<file path="config.mk">
export PLATFORM = sky130hd
export DESIGN_NAME = skip_adder_seq
export DESIGN_NICKNAME = d
export VERILOG_FILES = /design/src/rtl/skip_adder_seq_pkg.sv /design/src/rtl/skip_adder_seq_block.sv /design/src/rtl/skip_adder_seq.sv
export SDC_FILE = /design/constraint.sdc
export NUM_CORES = 1
export LEC_CHECK = 0
export CORE_MARGIN = 2
export CORE_UTILIZATION = 38
export DETAILED_ROUTE_END_ITERATION = 10
export HOLD_SLACK_MARGIN = 0.15
export PLACE_DENSITY = 0.58
export SKIP_LAST_GASP = 1
export SYNTH_ARGS = -nofsm -noshare
export SYNTH_HDL_FRONTEND = slang
export SYNTH_SLANG_ARGS = --single-unit
</file>
<file path="constraint.sdc">
create_clock -name clk -period 8.3 [get_ports clk]
set_input_delay 2.075 -clock clk [delete_from_list [all_inputs] [get_ports clk]]
set_output_delay 2.075 -clock clk [all_outputs]
set_load 0.005 [all_outputs]
</file>
<file path="src/rtl/skip_adder_seq_pkg.sv">
// +----------------------------------------------------------------------+
// | skip_adder_seq_pkg : shared state encoding and sizing helpers         |
// | Revision: 1.0                                                         |
// +----------------------------------------------------------------------+
`default_nettype none

package skip_adder_seq_pkg;

  typedef enum logic [1:0] {
    S_IDLE = 2'd0,
    S_RUN  = 2'd1,
    S_DONE = 2'd2
  } state_t;

  function automatic int nblk(input int width, input int block);
    return width / block;
  endfunction

  // Skip counter must hold the value NBLK itself, hence the +1.
  function automatic int cnt_w(input int n);
    return $clog2(n + 1);
  endfunction

  function automatic int idx_w(input int n);
    return (n > 1) ? $clog2(n) : 1;
  endfunction

endpackage

`default_nettype wire

</file>
<file path="src/rtl/skip_adder_seq_block.sv">
// +----------------------------------------------------------------------+
// | skip_block : BLOCK-bit ripple of skip full-adder cells with skip mux  |
// | Revision: 1.0                                                         |
// +----------------------------------------------------------------------+
`default_nettype none

module skip_block #(
  parameter int BLOCK = 4
) (
  input  logic [BLOCK-1:0] a_i,
  input  logic [BLOCK-1:0] b_i,
  input  logic             cin_i,
  output logic [BLOCK-1:0] sum_o,
  output logic             cout_o,
  output logic             prop_o,
  output logic             cmsb_o
);

  logic [BLOCK:0]   c;
  logic [BLOCK-1:0] p;

  assign c[0] = cin_i;

  for (genvar i = 0; i < BLOCK; i++) begin : g_cell
    assign p[i]     = a_i[i] ^ b_i[i];
    assign sum_o[i] = p[i] ^ c[i];
    assign c[i+1]   = (a_i[i] & b_i[i]) | (p[i] & c[i]);
  end

  // When every bit propagates, the ripple result equals cin_i anyway;
  // the mux just shortens the path.
  assign prop_o = &p;
  assign cout_o = prop_o ? cin_i : c[BLOCK];
  assign cmsb_o = c[BLOCK-1];

endmodule

`default_nettype wire

</file>
<file path="src/rtl/skip_adder_seq.sv">
// +----------------------------------------------------------------------+
// | skip_adder_seq : multi-cycle carry-skip adder, one group per clock    |
// | Revision: 1.0                                                         |
// +----------------------------------------------------------------------+
`default_nettype none

module skip_adder_seq
  import skip_adder_seq_pkg::*;
#(
  parameter int WIDTH = 16,
  parameter int BLOCK = 4,
  localparam int NBLK = nblk(WIDTH, BLOCK),
  localparam int CW   = cnt_w(NBLK),
  localparam int IW   = idx_w(NBLK)
) (
  input  logic             clk,
  input  logic             reset,
  input  logic             start_i,
  input  logic [WIDTH-1:0] a_i,
  input  logic [WIDTH-1:0] b_i,
  input  logic             carryin_i,
  output logic             ready_o,
  output logic             done_o,
  output logic [WIDTH-1:0] sum_o,
  output logic             carryout_o,
  output logic             overflow_o,
  output logic [CW-1:0]    skipcount_o
);

  state_t           state_q;
  logic [IW-1:0]    idx_q;
  logic [WIDTH-1:0] a_q, b_q, acc_q, acc_d;
  logic             carry_q;
  logic [CW-1:0]    skip_q, skip_d;
  logic             done_q, carryout_q, overflow_q;
  logic [WIDTH-1:0] sum_q;
  logic [CW-1:0]    skipcount_q;

  logic [BLOCK-1:0] grp_a, grp_b, grp_sum;
  logic             grp_cout, grp_prop, grp_cmsb;
  logic             last_grp;

  always_comb begin
    grp_a    = a_q[idx_q*BLOCK +: BLOCK];
    grp_b    = b_q[idx_q*BLOCK +: BLOCK];
    acc_d    = acc_q;
    acc_d[idx_q*BLOCK +: BLOCK] = grp_sum;
    skip_d   = skip_q + CW'(grp_prop);
    last_grp = (idx_q == IW'(NBLK - 1));
  end

  skip_block #(.BLOCK(BLOCK)) u_blk (
    .a_i    (grp_a),
    .b_i    (grp_b),
    .cin_i  (carry_q),
    .sum_o  (grp_sum),
    .cout_o (grp_cout),
    .prop_o (grp_prop),
    .cmsb_o (grp_cmsb)
  );

  always_ff @(posedge clk or posedge reset) begin
    if (reset) begin
      state_q     <= S_IDLE;
      idx_q       <= '0;
      a_q         <= '0;
      b_q         <= '0;
      acc_q       <= '0;
      carry_q     <= 1'b0;
      skip_q      <= '0;
      done_q      <= 1'b0;
      sum_q       <= '0;
      carryout_q  <= 1'b0;
      overflow_q  <= 1'b0;
      skipcount_q <= '0;
    end else begin
      done_q <= 1'b0;
      case (state_q)
        S_IDLE: begin
          if (start_i) begin
            a_q     <= a_i;
            b_q     <= b_i;
            carry_q <= carryin_i;
            acc_q   <= '0;
            skip_q  <= '0;
            idx_q   <= '0;
            state_q <= S_RUN;
          end
        end
        S_RUN: begin
          acc_q   <= acc_d;
          carry_q <= grp_cout;
          skip_q  <= skip_d;
          idx_q   <= idx_q + IW'(1);
          // Final group: publish results on the same edge that enters DONE.
          if (last_grp) begin
            sum_q       <= acc_d;
            carryout_q  <= grp_cout;
            overflow_q  <= grp_cmsb ^ grp_cout;
            skipcount_q <= skip_d;
            done_q      <= 1'b1;
            state_q     <= S_DONE;
          end
        end
        S_DONE:  state_q <= S_IDLE;
        default: state_q <= S_IDLE;
      endcase
    end
  end

  assign ready_o     = (state_q == S_IDLE);
  assign done_o      = done_q;
  assign sum_o       = sum_q;
  assign carryout_o  = carryout_q;
  assign overflow_o  = overflow_q;
  assign skipcount_o = skipcount_q;

endmodule

`default_nettype wire

</file>
==> results by group <==
Placed design
  – Hpwl dp: 4.86 mm
  – GPL Wtd Cong: 0.765
  – # port buffers: 58

STA
  – Slew headroom: 0.334
  – Clock skew: 0.00707 ns
  – Ratio of final minimum period to clock period: 0.437
  – Pin slew with the least headroom to its limit: 0.999 ns
  – Fmax: 275 MHz
  – Slew Limit Fails: 0
  – RSZ-0062 raised after global routing: no
  – Final hold vios: 0
  – Post-route minimum period: 3.63 ns
  – Setup TNS Final: 0 ns
  – Final setup vio count: 0

Floorplanning
  – I/O pin count: 59
  – Core Area: 0.00924 sq mm
  – DIE AREA: 0.0104 sq mm
  – Die height: 102 um
  – Row cnt: 35
  – Initial Utilization: 0.393
  – Die X: 102 um

Setup path
  – Startpoint Class: flop
  – Peak per-stage delay on the critical path: 0.52 ns
  – Crit Reg-Reg Endpoint: sum_o[11]
  – Critical Path RT: 6.23 ns
  – R2r worst-path depth: 10
  – Critical Path Stages: 2
  – R2R Setup Slk: 4.77 ns
  – Critical Path Sink Type: output port
  – Crit-path cells: nor2_1 -> clkdlybuf4s50_1
  – Critical path class: reg2out
  – Critical Path Slowest Stage Cell: clkdlybuf4s50_1
  – Delay-heaviest family, CP: buffers and inverters
  – CP Data Arrival Time: 1.56 ns
  – Beginning of the critical path: state_q[1]
  – Worst R2R Start: idx_q[0]
  – Crit path buffers/inverters: 1
  – CP Max Fanout: 9

Yosys
  – YS warnings: 0
  – Top-area cell type share of the netlist area: 0.537
  – Count leader, synth: dfrtp_1
  – Area of the mapped netlist: 0.00363 sq mm
  – Synth Area in Adders: 0.0634
  – Top post-synthesis cells by count: 78 x dfrtp_1, 33 x mux2_2, 31 x nand2_1
  – XOR/XNOR Fraction of Synth Area: 0.00482
  – Synth Flop Type: dfrtp_1
  – Post-synthesis compound-gate area fraction: 0.123
  – Yosys top cell by area: dfrtp_1
  – Cells after Synth: 281
  – Post-synth EDFFs: 0
  – Seq cells post-synth: 78
  – Synth Net Count: 333
  – Distinct cells, synth: 30
  – Post-synthesis mux area share: 0.158
  – Largest family of logic cells by synthesized area: multiplexers
  – Simple-gate share of the synthesized area: 0.0730
  – Sequential fraction of the synthesis area: 0.537
  – Share of flip-flops with an asynchronous set or reset: 1.00
  – Avg Cell Area, Syn: 12.9 sq um
  – Dominant cells by area after synthesis: dfrtp_1 54%, mux2_2 10%, mux4_2 5.0%

Clock network
  – Clock buffer depth: 2
  – Setup Fix Bufs, Post-CTS: 0
  – Clk root buf: clkbuf_8
  – Worst-path clk slew: 0.08 ns
  – Clk sinks: 78
  – PostCTS Resize Cnt: 0
  – Clock buffer count from CTS: 9
  – H-tree depth: 3
  – CTS tree: built
  – Hold_buf cts: 0
  – Worst skew pair latency: 0.34 ns

Power
  – Power Internal: 0.00118 W
  – Switching Fraction: 0.398
  – Max VDD drop: 0.216 mV
  – LEAKAGE: 1.95 nW
  – Pwr/cell area: 430 mW/mm^2
  – Power, Total: 0.00196 W
  – Comb pwr share: 0.500
  – Sequential Power Share: 0.328
  – Sw Pwr: 0.000779 W
  – Clock network power share: 0.173

Finish
  – Fin nets: 390
  – ANT cells: 0
  – Share of layout cells above drive strength 1: 0.196
  – Layout area overhead: 25.6%

Route
  – Wire per inst: 15.0 um
  – Drt drc: 0
  – DR pass1 iterations: 4
  – Vias: 2313
  – Routed Wire Length: 7.08 mm
  – Antenna Nets Post-Route: 0
  – Iteration-0 DRC Markers: 136
  – DR vias/cell: 4.91

GRT
  – Gr usage total: 0.151
  – Largest net degree at the start of global routing: 79
  – GRT overflow: 0
  – Initial antenna violation count: 0
  – Vias in the first global route: 2320
  – First-pass GRT wire length: 11.8 mm

Run
  – Maxcap violations: 0

Worst hold path
  – Hold endpoint: sum_o[3]
  – Worst Hold Depth: 2
  – HP Class: reg2reg
  – Hold_sp: sum_o[3]

Outcome
  – Status: finished clean
-- power by group through the flow --
stage                     Combinational (W)  Sequential [W]  Clock [W]
after floorplan                    0.000702        0.000613          0
after global placement             0.000992        0.000648          0
after detailed placement            0.00100        0.000653          0
after CTS                          0.000999        0.000646   0.000349
after global routing                0.00109        0.000667   0.000367
final                              0.000980        0.000642   0.000339
-- worst reg2reg max path, stage by stage, from the launching register on --
cell and delay, ns:
dfrtp_1 0.57, buf_4 0.30, mux4_2 0.58, fa_1 0.42, inv_1 0.08, fa_1 0.17, fa_1 0.22, inv_1 0.07
fa_1 0.73, a22oi_1 0.15, o21ai_0 0.17
-- per-layer routing --
metal  wire length (um)  share of wire  vias up  GRT usage
li1                   -              -     1123          -
met1               3360           0.47     1122      0.206
met2               3240           0.46       60      0.234
met3                409          0.058        8     0.0497
met4                 68         0.0096        0     0.0343
met5                  0              0        -          0
-- how the worst max path moves through the flow --
stage | end | slack, ns
5_1_grt | ready_o | 4.55
2_1_floorplan | a_q[0] | 4.23
4_1_cts | ready_o | 4.66
6_report | ready_o | 4.67
3_3_place_gp | skip_q[2] | 4.57
3_5_place_dp | carry_q | 4.54
-- registers in the layout, summed over array words and instances, names as in the netlist --
register and cells:
carryout_o 1, skipcount_o 3, acc_q 16, skip_q 3, sum_o 16, done_o 1, carry_q 1, a_q 16
state_q 2, b_q 16, overflow_o 1, idx_q 2
-- cell families (layout without fill, tap and decap cells) --
| kind of cell | after synthesis | in the layout |
|---|---|---|
| AO/OA/AOI/OAI | 64 | 64 |
| flip-flops | 78 | 78 |
| XOR/XNOR | 2 | 2 |
| multiplexers | 43 | 43 |
| buffers and inverters | 33 | 94 |
| adder cells (fa/ha/maj) | 16 | 16 |
| AND/OR/NAND/NOR | 45 | 45 |
-- final cells by class --
type                    count  area (sq um)
well taps                 129           161
inverters                  17          63.8
clock buffers              11           141
clock inverters             4          95.1
repair buffers             62           611
flip-flops and latches     78          1950
multi-input cells         170          1540
fillers                   868          4680
-- metrics by stage --
| stage | setup WS (ns) | area (sq um) | utilization | hold WS (ns) | cells |
|---|---|---|---|---|---|
| final | 4.67 | 4560 | 0.494 | 0.482 | 471 |
| after CTS | 4.66 | 4560 | 0.494 | 0.490 | 471 |
| after global placement | 4.57 | 4330 | 0.468 | 0.465 | 456 |
| after floorplan | 4.23 | 3630 | - | 0.466 | 281 |
| after global routing | 4.55 | 4560 | 0.494 | 0.509 | 471 |
| after detailed placement | 4.54 | 4330 | 0.468 | 0.472 | 456 |
-- placed cells by master (no fill, tap or decap), types with 3 or more instances in the layout --
cell type / count
o21ai_1: 8
a22oi_1: 17
bufinv_16: 3
dfrtp_1: 78
a22o_1: 8
ha_1: 12
nand2_1: 31
buf_4: 4
inv_1: 15
a21o_1: 4
clkdlybuf4s50_1: 58
nor2_1: 5
fa_1: 4
o21ai_0: 17
a32o_1: 8
mux4_2: 8
clkbuf_8: 10
mux2_2: 33
nor4b_4: 3
No activity file was read; power rests on OpenSTA's default activity.
